$ cat src/rtl/iram_pkg.sv
`default_nettype none
// ============================================================================
//  Module      : iram_pkg
//  Description : Shared encodings for the internal-RAM access sequencer:
//                execute-unit operation codes, FSM state encoding, reset and
//                region constants, and small decode helpers.
//  Revision    : 1.0  initial release
// ============================================================================
package iram_pkg;

    // Execute-unit operation codes
    typedef enum logic [2:0] {
        OP_RD   = 3'd0,
        OP_WR   = 3'd1,
        OP_IRD  = 3'd2,
        OP_IWR  = 3'd3,
        OP_PUSH = 3'd4,
        OP_POP  = 3'd5,
        OP_BRD  = 3'd6,
        OP_BWR  = 3'd7
    } op_e;

    // Sequencer state encoding
    localparam logic [2:0] ST_IDLE    = 3'd0;
    localparam logic [2:0] ST_PTR     = 3'd1;
    localparam logic [2:0] ST_PTR_CAP = 3'd2;
    localparam logic [2:0] ST_ACCESS  = 3'd3;
    localparam logic [2:0] ST_CAPTURE = 3'd4;
    localparam logic [2:0] ST_DONE    = 3'd5;

    localparam logic [7:0] SP_RESET_DEFAULT  = 8'h07;
    localparam logic [7:0] ERR_RDATA_DEFAULT = 8'hFF;
    localparam logic [7:0] SFR_BASE          = 8'h80;

    // Upper half of the address space belongs to the SFR block
    function automatic logic is_sfr(input logic [7:0] a);
        return (a >= SFR_BASE);
    endfunction

    function automatic logic op_is_write(input logic [2:0] op);
        return (op == OP_WR) || (op == OP_IWR) || (op == OP_PUSH) || (op == OP_BWR);
    endfunction

    function automatic logic op_is_bit(input logic [2:0] op);
        return (op == OP_BRD) || (op == OP_BWR);
    endfunction

    function automatic logic op_is_indirect(input logic [2:0] op);
        return (op == OP_IRD) || (op == OP_IWR);
    endfunction

endpackage
`default_nettype wire

$ cat src/rtl/iram_access_seq_if.sv
`default_nettype none
// ============================================================================
//  Module      : iram_access_seq_if
//  Description : Execute-unit request/response bundle for the internal-RAM
//                sequencer (request, SP load, completion and read results).
//  Revision    : 1.0  initial release
// ============================================================================
interface iram_access_seq_if;
    logic       req;
    logic [2:0] op;
    logic [7:0] addr;
    logic [7:0] wdata;
    logic [1:0] rs;
    logic       sp_wr;
    logic [7:0] sp_wdata;
    logic       busy;
    logic       ack;
    logic       err;
    logic [7:0] rdata;
    logic       rbit;
    logic [7:0] sp;

    // Execute unit side
    modport master (
        output req, op, addr, wdata, rs, sp_wr, sp_wdata,
        input  busy, ack, err, rdata, rbit, sp
    );

    // Sequencer side
    modport slave (
        input  req, op, addr, wdata, rs, sp_wr, sp_wdata,
        output busy, ack, err, rdata, rbit, sp
    );
endinterface
`default_nettype wire

$ cat src/rtl/iram_stack_ptr.sv
`default_nettype none
// ============================================================================
//  Module      : iram_stack_ptr
//  Description : 8051 stack pointer register. Load has priority over
//                increment, increment over decrement; arithmetic wraps mod 256.
//  Revision    : 1.0  initial release
// ============================================================================
module iram_stack_ptr #(
    parameter logic [7:0] SP_RESET = 8'h07
) (
    input  wire logic       clk,
    input  wire logic       rst,
    input  wire logic       i_load,
    input  wire logic [7:0] i_load_val,
    input  wire logic       i_inc,
    input  wire logic       i_dec,
    output logic [7:0]      o_sp
);

    logic [7:0] r_sp;

    // SP update: load / increment / decrement / hold
    always_ff @(posedge clk or negedge rst) begin
        if (!rst) begin
            r_sp <= SP_RESET;
        end else if (i_load) begin
            r_sp <= i_load_val;
        end else if (i_inc) begin
            r_sp <= r_sp + 8'd1;
        end else if (i_dec) begin
            r_sp <= r_sp - 8'd1;
        end
    end

    assign o_sp = r_sp;

endmodule
`default_nettype wire

$ cat src/rtl/iram_access_seq.sv
`default_nettype none
// ============================================================================
//  Module      : iram_access_seq
//  Description : Sequencer between the 8051 execute unit and the 256-byte
//                internal RAM. Expands one request into pointer-fetch, access
//                and capture cycles, enforces the SFR region split and owns SP.
//                All RAM-port and response outputs come straight from flops.
//  Revision    : 1.0  initial release
// ============================================================================
module iram_access_seq
    import iram_pkg::*;
#(
    parameter logic [7:0] SP_RESET  = SP_RESET_DEFAULT,
    parameter logic [7:0] ERR_RDATA = ERR_RDATA_DEFAULT
) (
    input  wire logic        clk,
    input  wire logic        rst,
    iram_access_seq_if.slave exu,
    output logic             ram_rd,
    output logic             ram_wr,
    output logic             ram_is_bit,
    output logic             ram_bit_wdata,
    output logic [7:0]       ram_wdata,
    output logic [7:0]       ram_addr,
    input  wire logic [7:0]  ram_rdata,
    input  wire logic        ram_bit_rdata
);

    logic [2:0] r_state;
    logic [2:0] w_state_nxt;
    logic [2:0] r_op;
    logic [2:0] w_op;
    logic [7:0] r_wdata;
    logic [7:0] w_wdata;
    logic [7:0] w_tgt;
    logic       w_err_nxt;
    logic       w_accept;
    logic       w_sp_load;
    logic       w_sp_inc;
    logic       w_sp_dec;
    logic [7:0] w_sp;

    logic       r_busy;
    logic       r_ack;
    logic       r_err;
    logic       r_rbit;
    logic [7:0] r_rdata;

    logic       r_ram_rd;
    logic       r_ram_wr;
    logic       r_ram_is_bit;
    logic       r_ram_bit_wdata;
    logic [7:0] r_ram_wdata;
    logic [7:0] r_ram_addr;

    // An SP load in IDLE takes the cycle; a simultaneous request waits one cycle
    assign w_accept  = (r_state == ST_IDLE) && exu.req && !exu.sp_wr;
    assign w_sp_load = (r_state == ST_IDLE) && exu.sp_wr;
    assign w_sp_inc  = w_accept && (exu.op == OP_PUSH);
    assign w_sp_dec  = (r_state == ST_CAPTURE) && (r_op == OP_POP);

    // In IDLE the live request fields are used; afterwards the captured copies
    assign w_op    = (r_state == ST_IDLE) ? exu.op    : r_op;
    assign w_wdata = (r_state == ST_IDLE) ? exu.wdata : r_wdata;

    iram_stack_ptr #(
        .SP_RESET (SP_RESET)
    ) u_stack_ptr (
        .clk        (clk),
        .rst        (rst),
        .i_load     (w_sp_load),
        .i_load_val (exu.sp_wdata),
        .i_inc      (w_sp_inc),
        .i_dec      (w_sp_dec),
        .o_sp       (w_sp)
    );

    // Next state, access target and region check
    always_comb begin
        w_state_nxt = r_state;
        w_tgt       = 8'h00;
        w_err_nxt   = 1'b0;
        case (r_state)
            ST_IDLE: begin
                if (w_accept) begin
                    case (exu.op)
                        OP_IRD, OP_IWR: w_state_nxt = ST_PTR;
                        OP_PUSH:        w_tgt = w_sp + 8'd1;
                        OP_POP:         w_tgt = w_sp;
                        default:        w_tgt = exu.addr;
                    endcase
                    if (!op_is_indirect(exu.op)) begin
                        w_err_nxt   = is_sfr(w_tgt);
                        w_state_nxt = w_err_nxt ? ST_DONE : ST_ACCESS;
                    end
                end
            end
            ST_PTR: begin
                w_state_nxt = ST_PTR_CAP;
            end
            ST_PTR_CAP: begin
                w_tgt       = ram_rdata;
                w_err_nxt   = is_sfr(ram_rdata);
                w_state_nxt = w_err_nxt ? ST_DONE : ST_ACCESS;
            end
            ST_ACCESS: begin
                w_state_nxt = op_is_write(r_op) ? ST_DONE : ST_CAPTURE;
            end
            ST_CAPTURE: begin
                w_state_nxt = ST_DONE;
            end
            ST_DONE: begin
                w_state_nxt = ST_IDLE;
            end
            default: begin
                w_state_nxt = ST_IDLE;
            end
        endcase
    end

    // State, request capture and handshake flags
    always_ff @(posedge clk or negedge rst) begin
        if (!rst) begin
            r_state <= ST_IDLE;
            r_op    <= OP_RD;
            r_wdata <= 8'h00;
            r_busy  <= 1'b0;
            r_ack   <= 1'b0;
            r_err   <= 1'b0;
        end else begin
            r_state <= w_state_nxt;
            r_busy  <= (w_state_nxt != ST_IDLE);
            r_ack   <= (w_state_nxt == ST_DONE);
            r_err   <= (w_state_nxt == ST_DONE) && w_err_nxt;
            if (w_accept) begin
                r_op    <= exu.op;
                r_wdata <= exu.wdata;
            end
        end
    end

    // Read results: refused reads report the error pattern, others capture RAM data
    always_ff @(posedge clk or negedge rst) begin
        if (!rst) begin
            r_rdata <= 8'h00;
            r_rbit  <= 1'b0;
        end else if ((w_state_nxt == ST_DONE) && w_err_nxt && !op_is_write(w_op)) begin
            r_rdata <= ERR_RDATA;
            r_rbit  <= 1'b0;
        end else if (r_state == ST_CAPTURE) begin
            if (r_op == OP_BRD) begin
                r_rbit <= ram_bit_rdata;
            end else begin
                r_rdata <= ram_rdata;
            end
        end
    end

    // RAM port: idle encoding unless the next cycle is a pointer fetch or access.
    // ram_rd drops only for a write access because the RAM writes whenever rd=0.
    always_ff @(posedge clk or negedge rst) begin
        if (!rst) begin
            r_ram_rd        <= 1'b1;
            r_ram_wr        <= 1'b0;
            r_ram_is_bit    <= 1'b0;
            r_ram_bit_wdata <= 1'b0;
            r_ram_wdata     <= 8'h00;
            r_ram_addr      <= 8'h00;
        end else begin
            r_ram_rd        <= 1'b1;
            r_ram_wr        <= 1'b0;
            r_ram_is_bit    <= 1'b0;
            r_ram_bit_wdata <= 1'b0;
            r_ram_wdata     <= 8'h00;
            r_ram_addr      <= 8'h00;
            if (w_state_nxt == ST_PTR) begin
                r_ram_addr <= {3'b000, exu.rs, 2'b00, exu.addr[0]};
            end else if (w_state_nxt == ST_ACCESS) begin
                r_ram_addr   <= w_tgt;
                r_ram_is_bit <= op_is_bit(w_op);
                if (op_is_write(w_op)) begin
                    r_ram_rd        <= 1'b0;
                    r_ram_wr        <= 1'b1;
                    r_ram_wdata     <= w_wdata;
                    r_ram_bit_wdata <= w_wdata[0];
                end
            end
        end
    end

    assign exu.busy      = r_busy;
    assign exu.ack       = r_ack;
    assign exu.err       = r_err;
    assign exu.rdata     = r_rdata;
    assign exu.rbit      = r_rbit;
    assign exu.sp        = w_sp;

    assign ram_rd        = r_ram_rd;
    assign ram_wr        = r_ram_wr;
    assign ram_is_bit    = r_ram_is_bit;
    assign ram_bit_wdata = r_ram_bit_wdata;
    assign ram_wdata     = r_ram_wdata;
    assign ram_addr      = r_ram_addr;

endmodule
`default_nettype wire

$ cat src/flat_wrapper.sv
// flat-port wrapper written by rule: the top's interface ports become plain ports
module iram_access_seq_flat import iram_pkg::*;
#(
    parameter logic [7:0] SP_RESET  = SP_RESET_DEFAULT,
    parameter logic [7:0] ERR_RDATA = ERR_RDATA_DEFAULT
)
  (clk, rst, ram_rd, ram_wr, ram_is_bit, ram_bit_wdata, ram_wdata, ram_addr, ram_rdata, ram_bit_rdata, exu_req, exu_op, exu_addr, exu_wdata, exu_rs, exu_sp_wr, exu_sp_wdata, exu_busy, exu_ack, exu_err, exu_rdata, exu_rbit, exu_sp);
  iram_access_seq_if exu_i ();
  input  wire logic clk;
  input  wire logic rst;
  output logic ram_rd;
  output logic ram_wr;
  output logic ram_is_bit;
  output logic ram_bit_wdata;
  output logic [7:0] ram_wdata;
  output logic [7:0] ram_addr;
  input  wire logic [7:0] ram_rdata;
  input  wire logic ram_bit_rdata;
  input wire logic [$bits(exu_i.req)-1:0] exu_req;
  input wire logic [$bits(exu_i.op)-1:0] exu_op;
  input wire logic [$bits(exu_i.addr)-1:0] exu_addr;
  input wire logic [$bits(exu_i.wdata)-1:0] exu_wdata;
  input wire logic [$bits(exu_i.rs)-1:0] exu_rs;
  input wire logic [$bits(exu_i.sp_wr)-1:0] exu_sp_wr;
  input wire logic [$bits(exu_i.sp_wdata)-1:0] exu_sp_wdata;
  output wire logic [$bits(exu_i.busy)-1:0] exu_busy;
  output wire logic [$bits(exu_i.ack)-1:0] exu_ack;
  output wire logic [$bits(exu_i.err)-1:0] exu_err;
  output wire logic [$bits(exu_i.rdata)-1:0] exu_rdata;
  output wire logic [$bits(exu_i.rbit)-1:0] exu_rbit;
  output wire logic [$bits(exu_i.sp)-1:0] exu_sp;
  assign exu_i.req = exu_req;
  assign exu_i.op = exu_op;
  assign exu_i.addr = exu_addr;
  assign exu_i.wdata = exu_wdata;
  assign exu_i.rs = exu_rs;
  assign exu_i.sp_wr = exu_sp_wr;
  assign exu_i.sp_wdata = exu_sp_wdata;
  assign exu_busy = exu_i.busy;
  assign exu_ack = exu_i.ack;
  assign exu_err = exu_i.err;
  assign exu_rdata = exu_i.rdata;
  assign exu_rbit = exu_i.rbit;
  assign exu_sp = exu_i.sp;
  iram_access_seq #(.SP_RESET(SP_RESET), .ERR_RDATA(ERR_RDATA)) u_core (.clk(clk), .rst(rst), .exu(exu_i), .ram_rd(ram_rd), .ram_wr(ram_wr), .ram_is_bit(ram_is_bit), .ram_bit_wdata(ram_bit_wdata), .ram_wdata(ram_wdata), .ram_addr(ram_addr), .ram_rdata(ram_rdata), .ram_bit_rdata(ram_bit_rdata));
endmodule
$ cat config.mk
export PLATFORM = sky130hd
export DESIGN_NAME = iram_access_seq_flat
export DESIGN_NICKNAME = d
export VERILOG_FILES = /design/src/rtl/iram_pkg.sv /design/src/rtl/iram_access_seq_if.sv /design/src/rtl/iram_stack_ptr.sv /design/src/rtl/iram_access_seq.sv /design/src/flat_wrapper.sv
export SDC_FILE = /design/constraint.sdc
export NUM_CORES = 1
export LEC_CHECK = 0
export CORE_ASPECT_RATIO = 1.75
export CORE_MARGIN = 2
export CORE_UTILIZATION = 52
export CTS_CLUSTER_DIAMETER = 200
export DETAILED_ROUTE_END_ITERATION = 7
export PLACE_DENSITY = 0.84
export SLEW_MARGIN = 25
export SYNTH_ARGS = -nofsm -noshare
export SYNTH_HDL_FRONTEND = slang
export SYNTH_SLANG_ARGS = --single-unit
$ cat constraint.sdc
create_clock -name clk -period 3.36 [get_ports clk]
set_input_delay 0.672 -clock clk [delete_from_list [all_inputs] [get_ports clk]]
set_output_delay 0.672 -clock clk [all_outputs]
set_load 0.01 [all_outputs]
Yosys cells after proc, flatten, opt, wreduce, memory -nomap -nowiden
Index checks and enable logic that the tools add are counted.
{"block": "classes", "addsub": 2, "order_cmp": 2, "eq_ne": 23, "mux": 42, "reduce_logical": 25}
{"op": "$mux W8", "count": 15}
{"op": "$eq A3 B3 Y1 const B", "count": 11}
{"op": "$pmux W8 S3", "count": 1}
{"op": "$eq A3 B2 Y1 const B", "count": 7}
{"op": "$mux W3", "count": 6}
{"op": "$mux W1", "count": 17}
{"op": "$ge A8 B8 Y1 const B", "count": 2}
{"op": "$pmux W8 S2", "count": 1}
{"op": "$pmux W3 S5", "count": 1}
{"op": "$eq A3 B1 Y1 const B", "count": 4}
{"op": "$add A8 B1 Y8 const B", "count": 1}
{"op": "$logic_or A1 B1 Y1", "count": 8}
{"op": "$sub A8 B1 Y8 const B", "count": 1}
{"op": "$logic_and A1 B1 Y1", "count": 7}
{"op": "$reduce_bool A3 Y1", "count": 2}
{"op": "$reduce_and A2 Y1", "count": 2}
{"op": "$reduce_bool A2 Y1", "count": 2}
{"op": "$logic_not A3 Y1", "count": 1}
{"op": "$logic_not A1 Y1", "count": 2}
{"op": "$ne A2 B1 Y1 const B", "count": 1}
{"op": "$pmux W1 S2", "count": 1}
{"op": "$reduce_or A2 Y1", "count": 1}
{"block": "word_totals", "register_bits": 54, "out_inout_bits": 40}

Longest topological paths before layout
{"block": "logic_depth", "depth_word": 15, "depth_mapped": 9}

Modules after synthesis
From an unflattened synthesis, not the netlist that was laid out.
{"block": "unflattened", "cells_unflattened": 299, "hier_area_um2": 2945.3}
{"mod": "iram_access_seq", "instances": 1, "cells_per_inst": 225, "area_per_inst_um2": 2272.2}
{"mod": "iram_stack_ptr", "instances": 1, "cells_per_inst": 74, "area_per_inst_um2": 673.1}

Least setup slack after synthesis
No wires, ideal clock.
{"block": "synth_path", "path_kind": "in2reg", "start": "input port exu_op[1]", "end": "register u_core.u_stack_ptr.r_sp[5] (netlist: u_core.u_stack_ptr.o_sp[5])", "setup_time_ns": 0.119, "arrival_time_ns": 2.207, "slack_ns": 1.034, "cell_stages": 7, "path_buffers": 2, "cell_sequence": "nand2b_1 > or4_1 > buf_2 > and3_4 > buf_6 > o32a_1 > o21a_1"}
{"block": "synth_between", "elab_chain_len": 4}
{"item": "from (decl)", "line_no": "flat_wrapper.sv:20", "source": "input wire logic [$bits(exu_i.op)-1:0] exu_op;"}
{"item": "$eq A3 B3 Y1 *", "line_no": "iram_access_seq.sv:59", "source": "assign w_sp_inc = w_accept && (exu.op == OP_PUSH);"}
{"item": "$logic_and A1 B1 Y1 *", "line_no": "iram_access_seq.sv:59"}
{"item": "$mux W8", "line_no": "iram_stack_ptr.sv:28", "source": "end else if (i_inc) begin"}
{"item": "$mux W8", "line_no": "iram_stack_ptr.sv:26", "source": "end else if (i_load) begin"}
{"item": "to (signal assigned)", "line_no": "iram_stack_ptr.sv:27", "source": "r_sp <= i_load_val;"}
{"item": "to (signal assigned)", "line_no": "iram_stack_ptr.sv:29", "source": "r_sp <= r_sp + 8'd1;"}
{"item": "to (signal assigned)", "line_no": "iram_stack_ptr.sv:31", "source": "r_sp <= r_sp - 8'd1;"}
{"item": "to (decl)", "line_no": "iram_stack_ptr.sv:20", "source": "logic [7:0] r_sp;"}
Every way passes the cells marked *; elsewhere a longest branch is shown, timed or not.
A chain may end at the register's enable or synchronous reset.

Final worst setup path
{"block": "layout_path", "start": "input port exu_sp_wr", "end": "register u_core.r_ram_addr[4] (netlist: u_core.ram_addr[4])"}
{"block": "layout_between", "elab_chain_len": 7}
{"item": "from (decl)", "line_no": "flat_wrapper.sv:24", "source": "input wire logic [$bits(exu_i.sp_wr)-1:0] exu_sp_wr;"}
{"item": "$logic_not A1 Y1 *", "line_no": "iram_access_seq.sv:57", "source": "assign w_accept = (r_state == ST_IDLE) && exu.req && !exu.sp_wr;"}
{"item": "$logic_and A1 B1 Y1 *", "line_no": "iram_access_seq.sv:57"}
{"item": "$mux W3 *", "line_no": "iram_access_seq.sv:85", "source": "if (w_accept) begin"}
{"item": "$pmux W3 S5 *", "line_no": "iram_access_seq.sv:83", "source": "case (r_state)"}
{"item": "via u_core.w_state_nxt[0]", "line_no": "iram_access_seq.sv:30", "source": "logic [2:0] w_state_nxt;"}
{"item": "$eq A3 B2 Y1", "line_no": "iram_access_seq.sv:178", "source": "end else if (w_state_nxt == ST_ACCESS) begin"}
{"item": "$mux W8", "line_no": "iram_access_seq.sv:178"}
{"item": "$mux W8 *", "line_no": "iram_access_seq.sv:176", "source": "if (w_state_nxt == ST_PTR) begin"}
{"item": "to (signal assigned)", "line_no": "iram_access_seq.sv:177", "source": "r_ram_addr <= {3'b000, exu.rs, 2'b00, exu.addr[0]};"}
{"item": "to (signal assigned)", "line_no": "iram_access_seq.sv:179", "source": "r_ram_addr <= w_tgt;"}
{"item": "to (decl)", "line_no": "iram_access_seq.sv:54", "source": "logic [7:0] r_ram_addr;"}
Mark *: on every way through the listed nets, which the timed path passes. The rest lies on a longest branch.

==> results.sh <==
export IMPL_status="complete, no violations"
export IMPL_synth_cell_types=53
export IMPL_finalSetupViolCount=0
export IMPL_worst_pin_slew_ns=0.8264
export IMPL_drt_iter0_drc=104
export IMPL_start_kind="primary input"
export IMPL_cts_tree="built"
export IMPL_post_cts_setup_buffers=0
export IMPL_slew_violations=0
export IMPL_io_pin_count=82
export IMPL_ant_nets=0
export IMPL_synth_top_area_share_pct=42.37
export IMPL_h_tree_depth=2
export IMPL_critPathMaxFanout=12
export IMPL_syn_area_mm2=0.002894
export IMPL_synth_commonest_cells="79 x nand2_1, 49 x dfrtp_1, 26 x a21oi_1, 20 x nor2_1, 15 x mux2i_1"
export IMPL_path_buf_inv=2
export IMPL_ys_warn_count=0
export IMPL_synth_seq_area_share_pct=46.00
export IMPL_hold_viol=0
export IMPL_peakVddDrop_v=0.0004080
export IMPL_synth_ff_type="dfrtp_1"
export IMPL_slowest_delay_ns=0.60
export IMPL_max_freq_mhz=367.6
export IMPL_cpMostUsedCell="nand2b_1"
export IMPL_gp_congestion=0.8985
export IMPL_synth_fp_nets=367
export IMPL_n_fill_cell=427
export IMPL_antenna_found_initial=0
export IMPL_grt_pass1_vias=2463
export IMPL_synth_top_area_cell="dfrtp_1"
export IMPL_p_per_area_mw_per_mm2=742.6
export IMPL_cp_end_kind="register"
export IMPL_leakage_nw=1.692
export IMPL_synthTopCellsByArea="dfrtp_1 42%, nand2_1 10%, mux2i_1 5.2%"
export IMPL_drive_above_1_share_pct=7.500
export IMPL_start_util_pct=53.10
export IMPL_rsz0062_at_grt="false"
export IMPL_root_buffer="clkbuf_8"
export IMPL_avgSynthCellArea_um2=8.960
export IMPL_wl_mm=7.092
export IMPL_ys_ff_latch=53
export IMPL_insertedDiodeCount=0
export IMPL_grt_first_pass_wirelength_mm=11.52
export IMPL_core_area_mm2=0.005450
export IMPL_hp_class="primary input to async pin"
export IMPL_synthArstFlopShare_pct=100.0
export IMPL_final_nets=443
export IMPL_grt_max_degree=53
export IMPL_dieHeight_um=102.7
export IMPL_place_area_mm2=0.003767
export IMPL_grt_use_total_pct=24.42
export IMPL_drt_pre_antenna_iters=4
export IMPL_finalCritPeriodShare_pct=80.95
export IMPL_fin_setup_tns_ns=0
export IMPL_cts_resized=0
export IMPL_cp_cell_sequence="clkdlybuf4s50_1 -> nand2b_1 -> nand2b_1 -> buf_4 -> a221oi_1 -> and4_1 -> mux2_2"
export IMPL_dp_hpwl_mm=5.245
export IMPL_drc=0
export IMPL_dieArea_mm2=0.006202
export IMPL_synth_edf_count=0
export IMPL_synth_cells=323
export IMPL_cap_violations=0
export IMPL_design_area_mm2=0.003854
export IMPL_fp_row_count=36
export IMPL_clock_latency_ns=0.31
export IMPL_cts_reportedPaths_clkPinSlew_ns=0.10
export IMPL_io_buffers=81
export IMPL_viasPerCell=5.489
export IMPL_worst_setup_path_type="primary input to register"
export IMPL_period_minus_slack_ns=2.720
export IMPL_cpMaxStageDelayCell="a221oi_1"
export IMPL_required_ns=3.61
export IMPL_relSlewSlack_pct=44.54
export IMPL_die_x_um=60.40
export IMPL_clock_sinks=53
export IMPL_wl_per_cell_um=14.90
export IMPL_grt_overflow=0
export IMPL_clockBufferDepth=2
export IMPL_critical_path_top_delay_family="simple AND/OR/NAND/NOR gates"
export IMPL_syn2layout_area_growth_pct=33.16
export IMPL_ctsHoldBuffers=0
export IMPL_num_vias=2613
export IMPL_cts_inserted_buffers=5
export IMPL_cp_data_arrival_time_ns=2.97
export IMPL_fin_worst_skew_ns=0.01134
export IMPL_synthMostInstantiatedCell="nand2_1"
## final timing paths
check	from	to	slack, ns	depth (start not counted)
hold / removal	rst	u_core.u_stack_ptr.o_sp[5]	0.35	1
max in group asynchronous	rst	u_core.u_stack_ptr.o_sp[0]	2.40	2
setup reg to reg	u_core.u_stack_ptr.o_sp[2]	u_core.ram_addr[4]	0.80	5
min in group clk	u_core.r_wdata[7]	u_core.r_wdata[7]	0.49	2
setup / recovery	exu_sp_wr	u_core.ram_addr[4]	0.64	7
hold reg to reg	u_core.r_wdata[7]	u_core.r_wdata[7]	0.49	2
## layer usage
layer | vias up | part of all wire [%] | global-route usage [%]
li1 | 1273 | - | -
met1 | 1236 | 40 | 28.89
met2 | 85 | 53 | 42.64
met3 | 19 | 4.3 | 3.764
met4 | 0 | 2.8 | 10.60
met5 | - | 0 | 0
## power by group
| group | leakage [nW] | internal [W] | total, W | switching, W |
|---|---|---|---|---|
| clock | 0.0456 | 0.000149 | 0.000364 | 0.000215 |
| combinational | 0.981 | 0.000703 | 0.00139 | 0.000688 |
| sequential | 0.665 | 0.000872 | 0.00111 | 0.000235 |
## cells by family after synthesis
group | Yosys count | share of synthesized area [%]
xor+xnor | 9 | 2.724
compound gates | 69 | 15.56
other cells | 1 | 0.1296
fa+ha+maj | 2 | 0.8645
buf+inv | 27 | 4.410
simple gates | 143 | 23.30
flops | 53 | 46.00
mux | 19 | 7.004
## worst reg2reg max path, stage by stage, from the launching register on
cell	delay [ns]
dfstp_2	0.66
nand3_1	0.25
nor4_1	0.42
nor4_1	0.13
nor2_1	0.57
mux2_2	0.41
## registers in the layout, summed over array words and instances, names as in the netlist, 3 cells and up
register and flops:
u_core.exu.rdata 8, u_core.r_op 3, u_core.r_state 3, u_core.r_wdata 8
u_core.ram_addr 8, u_core.ram_wdata 7, u_core.u_stack_ptr.o_sp 8
## metrics by stage
| stage | instances | utilization [%] | total power [W] | hold slack (ns) | setup WS (ns) |
|---|---|---|---|---|---|
| floorplan | 323 | - | 0.001972 | 0.3764 | 1.034 |
| global placement | 468 | 69.08 | 0.002469 | 0.4596 | 0.4188 |
| detailed placement | 468 | 69.12 | 0.002508 | 0.4644 | 0.3756 |
| CTS | 476 | 70.71 | 0.002871 | 0.3971 | 0.7060 |
| global route | 476 | 70.71 | 0.003068 | 0.4370 | 0.5276 |
| finish | 476 | 70.71 | 0.002862 | 0.3544 | 0.6400 |
## placed cells by master, fill, tap and decap left out, types with 2 or more instances in the layout
cell,synthesis,layout
inv_1,4,4
buf_4,1,12
a22oi_1,3,3
or4_1,2,2
nor4_1,4,4
dfstp_2,4,4
nor2_1,20,20
dfrtp_1,49,49
ha_1,2,2
o21a_1,5,5
clkbuf_8,0,5
nor3b_1,4,4
clkdlybuf4s50_1,0,80
nand3_1,7,7
a31oi_1,4,4
a221oi_1,2,2
mux2_4,2,2
o21ai_0,9,9
xnor2_1,5,5
nand2_1,79,79
mux2i_1,15,15
xor2_1,4,4
o32a_1,4,4
nand2b_1,4,4
nand4_1,3,3
nor3_1,2,2
a211oi_1,3,3
nor2b_1,4,4
a21oi_1,26,26
o22a_1,4,4
and3_1,5,5
mux2_2,2,2
## area by class of cell
type,count,area (um2),area share (%)
clock buffer,6,72.57,1.883
clock inverter,2,13.76,0.3571
inverter,4,15.01,0.3896
multi-input combinational,243,1435,37.24
sequential,53,1331,34.55
tap,76,95.09,2.468
timing repair buffer,92,890.9,23.12
Note: power is estimated with default switching activity, not from simulation.
